<file path="src/rtl/clk_gen_multi_pkg.sv">
// Shared encodings for the multi-channel clock generator: channel modes,
// per-channel FSM states and the mode decode helper.
package clk_gen_multi_pkg;

  typedef enum logic [1:0] {
    MODE_OFF   = 2'b00,
    MODE_FREE  = 2'b01,
    MODE_BURST = 2'b10,
    MODE_RSVD  = 2'b11
  } mode_e;

  typedef enum logic [1:0] {
    S_IDLE  = 2'b00,
    S_RUN   = 2'b01,
    S_BURST = 2'b10,
    S_DONE  = 2'b11
  } ch_state_e;

  // The reserved encoding behaves exactly like OFF.
  function automatic mode_e decode_mode(input logic [1:0] raw);
    mode_e m;
    case (raw)
      2'b01:   m = MODE_FREE;
      2'b10:   m = MODE_BURST;
      default: m = MODE_OFF;
    endcase
    return m;
  endfunction

endpackage

</file>
<file path="src/rtl/clk_gen_multi_channel.sv">
// One generated-clock channel: shadow config, half-period counter, burst
// counter and IDLE/RUN/BURST/DONE sequencing. All outputs are flop outputs.
module clk_gen_multi_channel
  import clk_gen_multi_pkg::*;
#(
  parameter int COUNTER_BITS = 32,
  parameter int PULSE_BITS   = 32
) (
  input  logic                    clk_i,
  input  logic                    rst_ni,
  input  logic                    we_i,
  input  logic                    start_i,
  input  logic                    en_i,
  input  logic [1:0]              mode_i,
  input  logic [COUNTER_BITS-1:0] div_i,
  input  logic [PULSE_BITS-1:0]   pulse_i,
  output logic                    clk_o,
  output logic                    busy_o,
  output logic                    done_o
);

  localparam logic [COUNTER_BITS-1:0] ONE_C = {{(COUNTER_BITS-1){1'b0}}, 1'b1};
  localparam logic [PULSE_BITS-1:0]   ONE_P = {{(PULSE_BITS-1){1'b0}}, 1'b1};

  ch_state_e               state_q, state_d;
  mode_e                   sh_mode_q, sh_mode_d;
  logic [COUNTER_BITS-1:0] sh_div_q, sh_div_d;
  logic [PULSE_BITS-1:0]   sh_pulse_q, sh_pulse_d;
  logic [COUNTER_BITS-1:0] div_q, div_d;
  logic [COUNTER_BITS-1:0] cnt_q, cnt_d;
  logic [PULSE_BITS-1:0]   rem_q, rem_d;
  logic                    clk_q, clk_d;
  logic                    busy_q, busy_d;
  logic                    done_q, done_d;
  logic                    at_bound_s;
  logic                    stop_s;

  assign at_bound_s = (cnt_q == div_q);

  // Shadow config always holds the most recent write, including this cycle's.
  always_comb begin
    sh_mode_d  = sh_mode_q;
    sh_div_d   = sh_div_q;
    sh_pulse_d = sh_pulse_q;
    if (we_i) begin
      sh_mode_d  = decode_mode(mode_i);
      sh_div_d   = div_i;
      sh_pulse_d = pulse_i;
    end else begin
      sh_mode_d  = sh_mode_q;
      sh_div_d   = sh_div_q;
      sh_pulse_d = sh_pulse_q;
    end
  end

  // A running channel must wind down once the requested mode no longer matches it.
  always_comb begin
    stop_s = 1'b0;
    if (state_q == S_RUN) begin
      stop_s = (sh_mode_d != MODE_FREE);
    end else if (state_q == S_BURST) begin
      stop_s = (sh_mode_d != MODE_BURST);
    end else begin
      stop_s = 1'b0;
    end
  end

  // Next-state, phase counter, burst counter and output level.
  always_comb begin
    state_d = state_q;
    cnt_d   = cnt_q;
    rem_d   = rem_q;
    clk_d   = clk_q;
    div_d   = div_q;
    case (state_q)
      S_IDLE: begin
        clk_d = 1'b0;
        cnt_d = '0;
        div_d = sh_div_d;
        if (sh_mode_d == MODE_FREE) begin
          state_d = S_RUN;
        end else if ((sh_mode_d == MODE_BURST) && start_i) begin
          rem_d = sh_pulse_d;
          if (sh_pulse_d == '0) begin
            state_d = S_DONE;
          end else begin
            state_d = S_BURST;
          end
        end else begin
          state_d = S_IDLE;
        end
      end
      S_RUN, S_BURST: begin
        if (stop_s && !clk_q) begin
          state_d = S_IDLE;
          cnt_d   = '0;
          div_d   = sh_div_d;
        end else if ((state_q == S_BURST) && (rem_q == '0) && !clk_q) begin
          state_d = S_DONE;
          cnt_d   = '0;
        end else if (!en_i && !clk_q) begin
          // Paused: hold low and restart the low phase from scratch on resume.
          cnt_d = '0;
        end else if (at_bound_s) begin
          clk_d = ~clk_q;
          cnt_d = '0;
          div_d = sh_div_d;
          if (!clk_q && (state_q == S_BURST) && (rem_q != '0)) begin
            rem_d = rem_q - ONE_P;
          end else begin
            rem_d = rem_q;
          end
          if (clk_q && stop_s) begin
            state_d = S_IDLE;
          end else begin
            state_d = state_q;
          end
        end else begin
          cnt_d = cnt_q + ONE_C;
        end
      end
      S_DONE: begin
        state_d = S_IDLE;
        clk_d   = 1'b0;
        cnt_d   = '0;
      end
      default: begin
        state_d = S_IDLE;
        clk_d   = 1'b0;
        cnt_d   = '0;
      end
    endcase
    busy_d = (state_d == S_RUN) || (state_d == S_BURST);
    done_d = (state_d == S_DONE);
  end

  // State and output registers.
  always_ff @(posedge clk_i or negedge rst_ni) begin
    if (!rst_ni) begin
      state_q    <= S_IDLE;
      sh_mode_q  <= MODE_OFF;
      sh_div_q   <= '0;
      sh_pulse_q <= '0;
      div_q      <= '0;
      cnt_q      <= '0;
      rem_q      <= '0;
      clk_q      <= 1'b0;
      busy_q     <= 1'b0;
      done_q     <= 1'b0;
    end else begin
      state_q    <= state_d;
      sh_mode_q  <= sh_mode_d;
      sh_div_q   <= sh_div_d;
      sh_pulse_q <= sh_pulse_d;
      div_q      <= div_d;
      cnt_q      <= cnt_d;
      rem_q      <= rem_d;
      clk_q      <= clk_d;
      busy_q     <= busy_d;
      done_q     <= done_d;
    end
  end

  assign clk_o  = clk_q;
  assign busy_o = busy_q;
  assign done_o = done_q;

endmodule

</file>
<file path="src/rtl/clk_gen_multi.sv">
// Multi-channel programmable clock generator: decodes the config bus into
// per-channel strobes and instantiates one divider channel per output.
module clk_gen_multi
  import clk_gen_multi_pkg::*;
#(
  parameter int NUM_CH       = 4,
  parameter int COUNTER_BITS = 32,
  parameter int PULSE_BITS   = 32
) (
  input  logic                                        clk,
  input  logic                                        reset,
  input  logic                                        cfg_we,
  input  logic [((NUM_CH > 1) ? $clog2(NUM_CH) : 1)-1:0] cfg_ch,
  input  logic [1:0]                                  cfg_mode,
  input  logic [COUNTER_BITS-1:0]                     cfg_div,
  input  logic [PULSE_BITS-1:0]                       cfg_pulse,
  input  logic                                        cfg_start,
  input  logic [NUM_CH-1:0]                           ch_enable,
  output logic [NUM_CH-1:0]                           clk_o,
  output logic [NUM_CH-1:0]                           busy,
  output logic [NUM_CH-1:0]                           done
);

  logic [NUM_CH-1:0] we_s;
  logic [NUM_CH-1:0] start_s;

  // Channel select; an index beyond the last channel selects nothing.
  always_comb begin
    we_s    = '0;
    start_s = '0;
    for (int i = 0; i < NUM_CH; i++) begin
      if (int'(cfg_ch) == i) begin
        we_s[i]    = cfg_we;
        start_s[i] = cfg_start;
      end else begin
        we_s[i]    = 1'b0;
        start_s[i] = 1'b0;
      end
    end
  end

  for (genvar g = 0; g < NUM_CH; g++) begin : g_ch
    clk_gen_multi_channel #(
      .COUNTER_BITS(COUNTER_BITS),
      .PULSE_BITS  (PULSE_BITS)
    ) u_ch (
      .clk_i  (clk),
      .rst_ni (reset),
      .we_i   (we_s[g]),
      .start_i(start_s[g]),
      .en_i   (ch_enable[g]),
      .mode_i (cfg_mode),
      .div_i  (cfg_div),
      .pulse_i(cfg_pulse),
      .clk_o  (clk_o[g]),
      .busy_o (busy[g]),
      .done_o (done[g])
    );
  end

endmodule
</file>
<file path="config.mk">
export PLATFORM = sky130hd
export DESIGN_NAME = clk_gen_multi
export DESIGN_NICKNAME = d
export VERILOG_FILES = /design/src/rtl/clk_gen_multi_pkg.sv /design/src/rtl/clk_gen_multi_channel.sv /design/src/rtl/clk_gen_multi.sv
export SDC_FILE = /design/constraint.sdc
export NUM_CORES = 1
export LEC_CHECK = 0
export ABC_AREA = 1
export CAP_MARGIN = 20
export CORE_MARGIN = 1
export CORE_UTILIZATION = 50
export DETAILED_ROUTE_END_ITERATION = 12
export PLACE_DENSITY = 0.69
export RECOVER_POWER = 100
export SYNTH_ARGS = -nofsm -noshare
export SYNTH_HDL_FRONTEND = slang
export SYNTH_SLANG_ARGS = --single-unit
</file>
<file path="constraint.sdc">
create_clock -name clk -period 7.1 [get_ports clk]
set_clock_uncertainty 0.15 [all_clocks]
set_input_delay 1.42 -clock clk [delete_from_list [all_inputs] [get_ports clk]]
set_output_delay 1.42 -clock clk [all_outputs]
set_load 0.05 [all_outputs]
</file>
======== Word-level counts from Yosys, hierarchy flattened ========
Cells that the tools add are included.
operators by class
  magnitude comparators ................... 0
  shift-type cells ........................ 0
  multipliers ............................. 0
  bitwise logic cells ..................... 4
  reductions and logical operators ........ 85
  equal/unequal tests ..................... 89
  div/mod/pow operators ................... 0
  add/sub/neg operators ................... 8
  multiplexer cells ....................... 157
operators with widths
  operator               count
  $mux 32                68
  $pmux 32 s2            12
  $logic_not 32->1       8
  $add 32x1->32 const B  4
  $eq 32x32->1           4
  $reduce_bool 32->1     4
  $sub 32x1->32 const B  4
  $mux 2                 32
  $eq 2x2->1 const B     23
  $ne 2x2->1 const B     20
  $mux 1                 36
  $logic_and 1x1->1      32
  $ne 2x1->1 const B     16
  $reduce_and 4->1       8
  $reduce_and 8->1       4
  $eq 2x1->1 const B     14
  $ne 3x2->1 const B     8
  $pmux 2 s3             4
  $reduce_or 2->1        8
  $ne 3x1->1 const B     4
  $logic_not 2->1        5
  $logic_not 1->1        8
  $pmux 1 s2             4
  $reduce_bool 2->1      4
  3 further kinds        9
storage, ports and cells
  logic and storage cells ................. 383
  bits in latches ......................... 0
  bits in read-only memories .............. 0
  output and inout port bits .............. 12
  memories kept ........................... 0
  RAM bits ................................ 0
  flip-flop bits (word level) ............. 668

======== Depth between registers and ports, before layout ========
Gate-level depths: netlist (run 1).
  word-level depth ........................ 15
  mapped depth ............................ 16

======== Modules after synthesis ========
From an unflattened synthesis (run 1), not the netlist that was laid out.
second synthesis, totals
  cells, all modules ...................... 4,845
  area, all modules ....................... 36,914.2 um^2
modules (own cells, without submodules)
  module                                    cells each  instances  area an instance (um^2)  sequential area each (um^2)
  clk_gen_multi_channel (g_ch[0].u_ch ...)  1,208       2          9,198.8                  4,179.0
  clk_gen_multi_channel (g_ch[2].u_ch)      1,211       1          9,275.1                  4,179.0
  clk_gen_multi_channel (g_ch[3].u_ch)      1,202       1          9,181.3                  4,179.0
  clk_gen_multi                             16          1          60.1                     0.0

======== Worst setup path after synthesis (run 1) ========
OpenSTA, ideal clock, no wires.
  kind .................................... input port to flip-flop
  start ................................... input cfg_we
  end ..................................... register g_ch[0].u_ch.busy_q
  path slack .............................. 3.737 ns
  stages on the path ...................... 15
  arrival time ............................ 3.087 ns
  path buffers ............................ 4
  cells stage by stage .................... buf_2 > nand2_2 > buf_6 > buf_2 > buf_2 > o21ai_0 > nand2_1 > nor3_1 > nand2_1 > nor2_1 > nand3_1 > nand2_1 > inv_1 > nand2_1 > ha_1
on the way
  word-level cells in the longest chain between the ends .. 14
  elaborated cells between the ends (all ways) .. 25
RTL lines
  item                                      line                          RTL
  start: declaration                        clk_gen_multi.sv:12           input logic cfg_we,
  $mux 1 (*)                                clk_gen_multi.sv:32           if (int'(cfg_ch) == i) begin
  $mux 2                                    clk_gen_multi_channel.sv:45   if (we_i) begin
  $ne 2x2->1                                clk_gen_multi_channel.sv:62   stop_s = (sh_mode_d != MODE_BURST);
  $mux 1                                    clk_gen_multi_channel.sv:61   end else if (state_q == S_BURST) begin
  $mux 1                                    clk_gen_multi_channel.sv:59   if (state_q == S_RUN) begin
  $logic_and 1x1->1                         clk_gen_multi_channel.sv:113  if (clk_q && stop_s) begin
  $mux 2                                    clk_gen_multi_channel.sv:113
  $mux 2                                    clk_gen_multi_channel.sv:104  end else if (at_bound_s) begin
  $mux 2                                    clk_gen_multi_channel.sv:101  end else if (!en_i && !clk_q) begin
  $mux 2                                    clk_gen_multi_channel.sv:98   end else if ((state_q == S_BURST) && (rem_q == '0) && !clk_q) begin
  $mux 2                                    clk_gen_multi_channel.sv:94   if (stop_s && !clk_q) begin
  $pmux 2 s3 (*)                            clk_gen_multi_channel.sv:75   case (state_q)
  net g_ch[0].u_ch.state_d[0]               clk_gen_multi_channel.sv:25   ch_state_e state_q, state_d;
  $eq 2x1->1 or $eq 2x2->1 (tied branches)  clk_gen_multi_channel.sv:133  busy_d = (state_d == S_RUN) || (state_d == S_BURST);
  $logic_or 1x1->1 (*)                      clk_gen_multi_channel.sv:133
  net g_ch[0].u_ch.busy_d                   clk_gen_multi_channel.sv:33   logic busy_q, busy_d;
  end signal: assignment                    clk_gen_multi_channel.sv:159  busy_q <= busy_d;
  end: declaration                          clk_gen_multi_channel.sv:33
Mark *: on every way through the listed nets, which the timed path passes. The rest lies on a longest branch.
A chain may end at the register's enable or synchronous reset.

======== Worst setup path after layout (run 1) ========
  start ................................... input cfg_ch[0] (netlist bit)
  end ..................................... register g_ch[1].u_ch.rem_q[7]
on the way
  word-level cells in the longest chain between the ends .. 9
  elaborated cells between the ends (all ways) .. 20
RTL lines
  item                            line                          RTL
  start: declaration              clk_gen_multi.sv:13           input logic [((NUM_CH > 1) ? $clog2(NUM_CH) : 1)-1:0] cfg_ch,
  $eq 2x2->1 (*)                  clk_gen_multi.sv:32
  $mux 1 (*)                      clk_gen_multi.sv:32
  $mux 2 (*)                      clk_gen_multi_channel.sv:45
  net g_ch[1].u_ch.sh_mode_d[1]   clk_gen_multi_channel.sv:26   mode_e sh_mode_q, sh_mode_d;
  $ne 2x2->1                      clk_gen_multi_channel.sv:62
  $mux 1                          clk_gen_multi_channel.sv:61
  $mux 1                          clk_gen_multi_channel.sv:59
  $logic_and 1x1->1               clk_gen_multi_channel.sv:94
  $ne 2x2->1 (no line)            n/a
  $reduce_and 8->1 (no line) (*)  n/a
  end signal: assignment          clk_gen_multi_channel.sv:157  rem_q <= rem_d;
  end: declaration                clk_gen_multi_channel.sv:31   logic [PULSE_BITS-1:0] rem_q, rem_d;
Mark *: on every way through the listed nets, which the timed path passes. The rest lies on a longest branch. The select of a mux whose other input is x is not followed.

==> key figures, run 1 <==
Run status
  – Status: finished, violations left
  – Failing checks: capacitance limit, slew limit

Power and ir drop
  – P_int: roughly 8.3 mW
  – Clock power share: between 30% and 40%
  – Static Leak: between 15 and 20 nW
  – Psw: between 4 and 5 mW
  – Peak VDD IR: 263 uV
  – Sequential group share of total power: 41.0%
  – Logic pwr share: approximately a quarter
  – Sw Ratio: 35.5%
  – Pwr Density: around 320 nW/um^2

Yosys
  – Number of synthesized flops with an enable pin: 0
  – Sequential area share after synthesis: a little under half
  – Synth top cells by count: nand2_1 (1595), dfrtp_1 (668), nor2_1 (605), inv_1 (546), nand3_1 (387)
  – Synthesized area per cell: around 7.3 sq um
  – Mapped cell area: approximately 37000 sq um
  – FFs w/ async S/R, synth: 100%
  – Cell taking the most area after synthesis: dfrtp_1
  – Seq cells post-synth: ~670
  – Synth unique cells: 45
  – Synth top area share: a little under half
  – Synthesized Nets: between 5k and 6k
  – Cell with the most instances after synthesis: nand2_1
  – Top FF cell, synth: dfrtp_1
  – Syn. warnings: 0
  – Area contributors post-synth: dfrtp_1 (46%), nand2_1 (16%), nor2_1 (6.2%), inv_1 (5.6%), nand3_1 (5.3%)
  – Syn Inst Count: between 5k and 6k

STA
  – Fin. Hold Viols: 0
  – Finish-stage setup viols: 0
  – Slew @ Worst Pin: 4540 ps
  – Final Max Slew Viols: 360
  – Slew headroom: -203%
  – RSZ-0062 raised after global routing: no
  – Tmin final: slightly below 6000 ps
  – Final Cycle Share: between 80% and 90%
  – Max Freq: about 170 MHz
  – Final setup TNS: 0 ps

Clocking
  – Cts hold-fix bufs: 0
  – CTS Buf Count: 74
  – Worst-skew pair later-pin latency: roughly 650 ps
  – Post-CTS setup buffers: 0
  – Clk slew on worst S/H paths: ~70 ps
  – Longest Clk Path Bufs: 3
  – CTS tree: yes
  – Post-cts resize count: 0
  – Clock sinks: 668
  – H-tree lvl count: 3
  – Clock root buffer: clkbuf_16

Critical path
  – Crit-path max cell delay: around 1100 ps
  – Crit path DAT: between 6000 and 7000 ps
  – WS Path Type: input pin to flip-flop
  – Critical path required time: approximately 7500 ps
  – Crit-path cells: dlygate4sd3_1 -> inv_1 -> nor2_1 -> nand2_1 -> nand2_1 -> nand2_1 -> nand2_1 -> nand2_1 -> nand2_1 -> nand3_1 -> nand2_1 -> nor2_2 -> buf_4 -> nand2_1 -> clkbuf_1 -> nand2_1 -> nand2_1
  – Startpoint Class: input pin
  – CP dominant cell by count: nand2_1
  – CP endpoint kind: flip-flop
  – Delay-heaviest family, CP: simple AND/OR/NAND/NOR gates
  – CP Max Fanout: 64
  – Internal reg-to-reg setup slack: ~3300 ps
  – Critical path buffers and inverters: 4
  – Slowest-stage cell, CP: clkbuf_1

Cells and area
  – Multi-input gate area: between 15000 and 20000 sq um
  – FF/Latch Area: 16700 sq um
  – Final core occ: ~56%
  – Post-route design area: between 40000 and 50000 sq um
  – Filler Cells Inserted: between 6k and 7k
  – Area Growth Syn to Fin: 10.8%
  – Final nets: 5128
  – Layout cell share with drive strength beyond 1: between 4 and 5%

Floorplan
  – Die X: roughly 270 microns
  – Die height: 273 microns
  – Die area: roughly 74000 sq um
  – Row cnt: 98
  – Core area: 72000 sq um
  – Initial Utilization: between 50% and 60%
  – Top Ports: 88

Detailed routing
  – Antenna Violating Nets Remaining: 0
  – Vias per inst: ~5.3
  – DR vias: ~32k
  – Drt pass-1 iters: 6
  – Drt wl/cell: between 15 and 20 microns
  – Drt drc: 0
  – Drt initial violations: between 2k and 3k
  – WL final: 104000 microns

Global route
  – GRT Util Overall: 28.3%
  – Initial antenna violation count: 3
  – Vias in the first global route: ~31k
  – First-pass GRT wire length: 167000 microns
  – Total congestion overflow: 0
  – Largest net degree at the start of global routing: about 180

Hold path
  – Hold Path Class: flip-flop to flip-flop

Placed design
  – PortBufs: 87
  – Final GP Congestion: just over 0.9
  – Dpl hpwl: about 73000 microns
  – Dpl cell area: roughly 38000 sq um

Job
  – # Max-Cap Violations: 6
kinds of logic after synthesis:
| family | after synthesis | synth area share, % |
|---|---|---|
| and+or+nand+nor | 2904 | 33.2 |
| buffers and inverters | 740 | 8.21 |
| DFF | 668 | 45.7 |
| AOI/OAI and AO/OA | 458 | 6.69 |
| xor gates and xnor gates | 211 | 5.05 |
| adders and majority gates | 34 | 1.16 |
| muxes | 1 | 0.0308 |
path summary, 6_finish.rpt:
kind | end | cells past startpoint | start
min in group asynchronous | g_ch[2].u_ch.cnt_q[14] | 1 | reset
min | g_ch[2].u_ch.rem_q[0] | 2 | g_ch[2].u_ch.rem_q[0]
max | g_ch[1].u_ch.rem_q[7] | 17 | cfg_ch[0]
max reg2reg | g_ch[1].u_ch.rem_q[7] | 13 | g_ch[1].u_ch.rem_q[0]
max in group asynchronous | g_ch[3].u_ch.cnt_q[14] | 2 | reset
min reg2reg | g_ch[2].u_ch.rem_q[0] | 2 | g_ch[2].u_ch.rem_q[0]
worst register-to-register path, delay by kind of cell, from the launching register on:
kind            cells  cell delay [ps]
fa+ha+maj           1              160
compound gates      1              240
buf+inv             4             1570
flops               1              380
simple gates        7             1220
cell usage in the layout (no fill, tap or decap), types with 34 or more instances in the layout:
master	count
o21ai_0	362
inv_1	551
xor2_1	121
clkdlybuf4s50_1	71
or2_2	34
nand2_1	1603
clkbuf_16	74
nor3_1	115
a21oi_1	40
nor2_1	606
ha_1	34
dfrtp_1	668
nand4_1	99
xnor2_1	90
nand3_1	391
routing by layer:
metal | vias up | share of wire [%] | track usage [%]
met5 | - | 0.021 | 0
met2 | 904 | 47 | 46.8
met3 | 193 | 5.1 | 3.55
met1 | 15000 | 44 | 38.3
met4 | 4 | 3.5 | 10.2
li1 | 15800 | - | -
metrics by stage:
step | hold slack (ps) | total power, mW | instances | setup WS (ps)
floorplan | 292 | 7.67 | 5016 | 3740
global placement | 306 | 8.59 | 5891 | 1180
detailed placement | 309 | 8.66 | 5892 | 1260
CTS | 324 | 12.9 | 6028 | 1950
global route | 362 | 13.7 | 6028 | 779
finish | 321 | 12.9 | 6029 | 1330
power groups by stage:
stage	clock, mW	sequential [mW]	combinational (mW)
after CTS	4.29	5.26	3.37
final	4.22	5.28	3.37
after detailed placement	0	5.32	3.34
after global routing	4.42	5.37	3.89
after global placement	0	5.31	3.28
after floorplan	0	5.11	2.56
sequential cells by signal, summed over array words and instances (netlist names):
signal                cells
g_ch.u_ch.sh_mode_q       8
g_ch.u_ch.state_q         8
g_ch.u_ch.cnt_q         128
g_ch.u_ch.rem_q         128
g_ch.u_ch.sh_div_q      128
g_ch.u_ch.div_q         128
g_ch.u_ch.sh_pulse_q    128
g_ch.u_ch.busy_o          4
g_ch.u_ch.clk_o           4
g_ch.u_ch.done_o          4
area by class of cell:
type	count	share of cell area, %
well taps	950	2.93
inverters	552	5.11
multi-input cells	3608	41.4
clock inverters	34	1.39
flip-flops and latches	668	41.2
repair buffers	114	2.73
diodes	1	0.00617
clock buffers	102	5.22
Power figures use the tool's default switching activity.
==> run 2: changes to the inputs <==
==> constraint.sdc (replaced) <==
create_clock -name clk -period 5.8 [get_ports clk]
set_clock_uncertainty 0.15 [all_clocks]
set_input_delay 1.16 -clock clk [delete_from_list [all_inputs] [get_ports clk]]
set_output_delay 1.16 -clock clk [all_outputs]
set_load 0.05 [all_outputs]
==> run 2 against run 1 <==
  * Cell area about the same
  * Count of clock-buffer cells in the layout is 2 lower
  * Critical path depth fell by 2
  * Wire length increased by 1.0%
  * Via count grew 0.68%
  * The flow still finishes with violations (capacitance limit, slew limit)
  * Sequential power up 22%
  * Largest power group unchanged
  * Highest routed layer is now met4
  * Clock power rose by 20%
  * Sequential share of layout area about the same
  * Register-to-register slack worse by 1400 ps
  * First-iteration DRC count unchanged
  * Sequential cell count stayed put
==> key figures, run 2 (synthesized netlist as in run 1, its figures left out) <==
STA
  – Fin. Hold Viols: 0 (unchanged)
  – Final Cycle Share: 83.6%
  – Final setup TNS: 0 ps (unchanged)
  – Slew @ Worst Pin: 2870 ps (-1670 ps)
  – Max Freq: between 200 and 250 MHz
  – Final Max Slew Viols: 621 (+73%)
  – Finish-stage setup viols: 0 (unchanged)
  – Slew headroom: -91.0% (+110 points)
  – Tmin final: between 4000 and 5000 ps
  – RSZ-0062 raised after global routing: no

Floorplan
  – Die area: 74300 sq um (unchanged)
  – Row cnt: 98 (unchanged)
  – Die height: 273 microns (unchanged)
  – Die X: 273 microns (unchanged)
  – Top Ports: 88 (unchanged)
  – Initial Utilization: 50.8% (unchanged)
  – Core area: 72000 sq um (unchanged)

Critical path
  – Crit-path max cell delay: 1140 ps (about the same)
  – CP dominant cell by count: nand2_1
  – CP Max Fanout: 64 (unchanged)
  – Crit path DAT: 5250 ps (-930 ps)
  – CP endpoint kind: flip-flop
  – Critical path required time: 6200 ps (-1320 ps)
  – Startpoint Class: input pin
  – Slowest-stage cell, CP: clkbuf_1
  – Crit-path cells: dlygate4sd3_1 -> nand2_4 -> nand2_1 -> nand2_1 -> nand2_1 -> nand2_1 -> nand2_1 -> nand3_1 -> nand2_1 -> nor2_2 -> buf_4 -> nand2_1 -> clkbuf_1 -> nand2_1 -> nand2_1
  – WS Path Type: input pin to flip-flop

Clocking
  – Clk slew on worst S/H paths: 60 ps (about the same)
  – H-tree lvl count: 3 (unchanged)
  – Clock sinks: 668 (unchanged)
  – Longest Clk Path Bufs: 3 (unchanged)
  – Clock root buffer: clkbuf_16
  – Post-cts resize count: 0 (unchanged)
  – Cts hold-fix bufs: 0 (unchanged)
  – CTS tree: yes
  – CTS Buf Count: 75 (+1.4%)
  – Worst-skew pair later-pin latency: 630 ps (-20 ps)
  – Post-CTS setup buffers: 0 (unchanged)

Global route
  – Total congestion overflow: 0 (unchanged)
  – Gr busiest metal: met2
  – GR Util met3: 3.91% (+0.36 points)
  – M2 GR Usage: 45.9% (-0.96 points)
  – First-pass GRT wire length: 167000 microns (+0.49%)
  – Vias in the first global route: 30.3k (-0.76%)
  – Largest net degree at the start of global routing: 111 (-39%)
  – GRT Util Overall: 28.6% (+0.23 points)
  – M1 GR Usage: 39.0% (+0.66 points)
  – Initial antenna violation count: 1 (-2)

Hold path
  – Hold Path Class: flip-flop to flip-flop

Placed design
  – PortBufs: 87 (unchanged)
  – Final GP Congestion: 0.957 (+2.9%)
  – Placed Instances: 5899 (+0.12%)
  – Dpl hpwl: 74200 microns (+1.2%)

Cells and area
  – Non-Filler Instances: 6036 (+0.12%)
  – Filler Cells Inserted: 6782 (-0.46%)
  – Most frequent cells in the layout: nand2_1 (1600), dfrtp_1 (668), nor2_1 (606)
  – Layout cell share with drive strength beyond 1: 4.25% (+0.13 points)
  – Most common cell after layout, fill and taps aside: nand2_1
  – Area Growth Syn to Fin: 10.9% (about the same)
  – Final nets: 5138 (+0.20%)

Detailed routing
  – WL final: 105000 microns (+1.0%)
  – Drt wl/cell: 17.4 microns (+0.89%)
  – Vias per inst: 5.33 (+0.56%)
  – Drt drc: 0 (unchanged)
  – Antenna Violating Nets Remaining: 0 (unchanged)
  – DR vias: 32.1k (+0.68%)
  – Drt initial violations: 2753 (unchanged)
  – Drt pass-1 iters: 6 (unchanged)

Power and ir drop
  – Total Power: 15.7 mW (+22%)
  – Peak VDD IR: 279 uV (+6.1%)
  – Pwr Density: 387 nW/um^2 (+22%)
  – Static Leak: 19.8 nW (about the same)

Job
  – # Max-Cap Violations: 9 (+3)

Run status
  – Failing checks: capacitance limit, slew limit
  – Status: finished, violations left
## run 2: changes by cell type in the layout (fill, tap and decap cells not counted), sizes merged
cell / before / now
inv: 553 / 555
clkbuf: 106 / 113
clkinvlp: 1 / 2
buf: 23 / 24
clkinv: 20 / 17
clkdlybuf4s50: 71 / 73
clkdlybuf4s25: 1 / 0
dlygate4sd3: 15 / 13
## run 2: final timing paths
path                                       start                endpoint  slack [ps]  depth (start not counted)
max                                       cfg_we  g_ch[1].u_ch.rem_q[28]         950                         15
min                        g_ch[2].u_ch.rem_q[0]   g_ch[2].u_ch.rem_q[0]         320                          2
max reg2reg                g_ch[1].u_ch.rem_q[0]  g_ch[1].u_ch.rem_q[28]        1860                         13
min reg2reg                g_ch[2].u_ch.rem_q[0]   g_ch[2].u_ch.rem_q[0]         320                          2
max in group asynchronous                  reset   g_ch[0].u_ch.rem_q[8]        1840                          2
min in group asynchronous                  reset   g_ch[2].u_ch.cnt_q[8]         360                          1
## run 2: area by class of cell
class                   instances  area (sq um)  share of cell area (%)
well taps                     950          1190                    2.93
clock buffers                 100          2080                    5.13
repair buffers                123          1190                    2.93
clock inverters                34           517                    1.27
multi-input cells            3608         16800                    41.4
flip-flops and latches        668         16700                    41.2
diodes                          1          2.50                 0.00617
inverters                     552          2070                    5.11
## run 2: where the power goes
group          leakage (nW)  total (mW)  internal (mW)  switching (mW)
clock                  1.28        5.08           3.07            2.02
combinational          10.1        4.14           1.43            2.72
sequential             8.41        6.46           5.62           0.847
## run 2: critical path, delay by kind of cell
| family | cells | cell delay [ps] |
|---|---|---|
| buffers and inverters | 3 | 2320 |
| AND/OR/NAND/NOR | 12 | 1750 |
## run 2: per-layer routing
layer	share of wire (%)	vias to the layer above
li1	-	15800
met5	0	-
met4	4.1	0
met3	5.4	216
met1	44	15200
met2	46	947
## run 2: stage by stage
step                      util, %  setup slack, ps  hold WS (ps)  cell area (sq um)
after floorplan                 -             2700           292              36600
after global placement       52.9             1070           307              38100
after detailed placement     52.9              919           310              38100
after CTS                    56.5             1610           323              40700
after global routing         56.4              636           341              40600
final                        56.4              951           321              40600
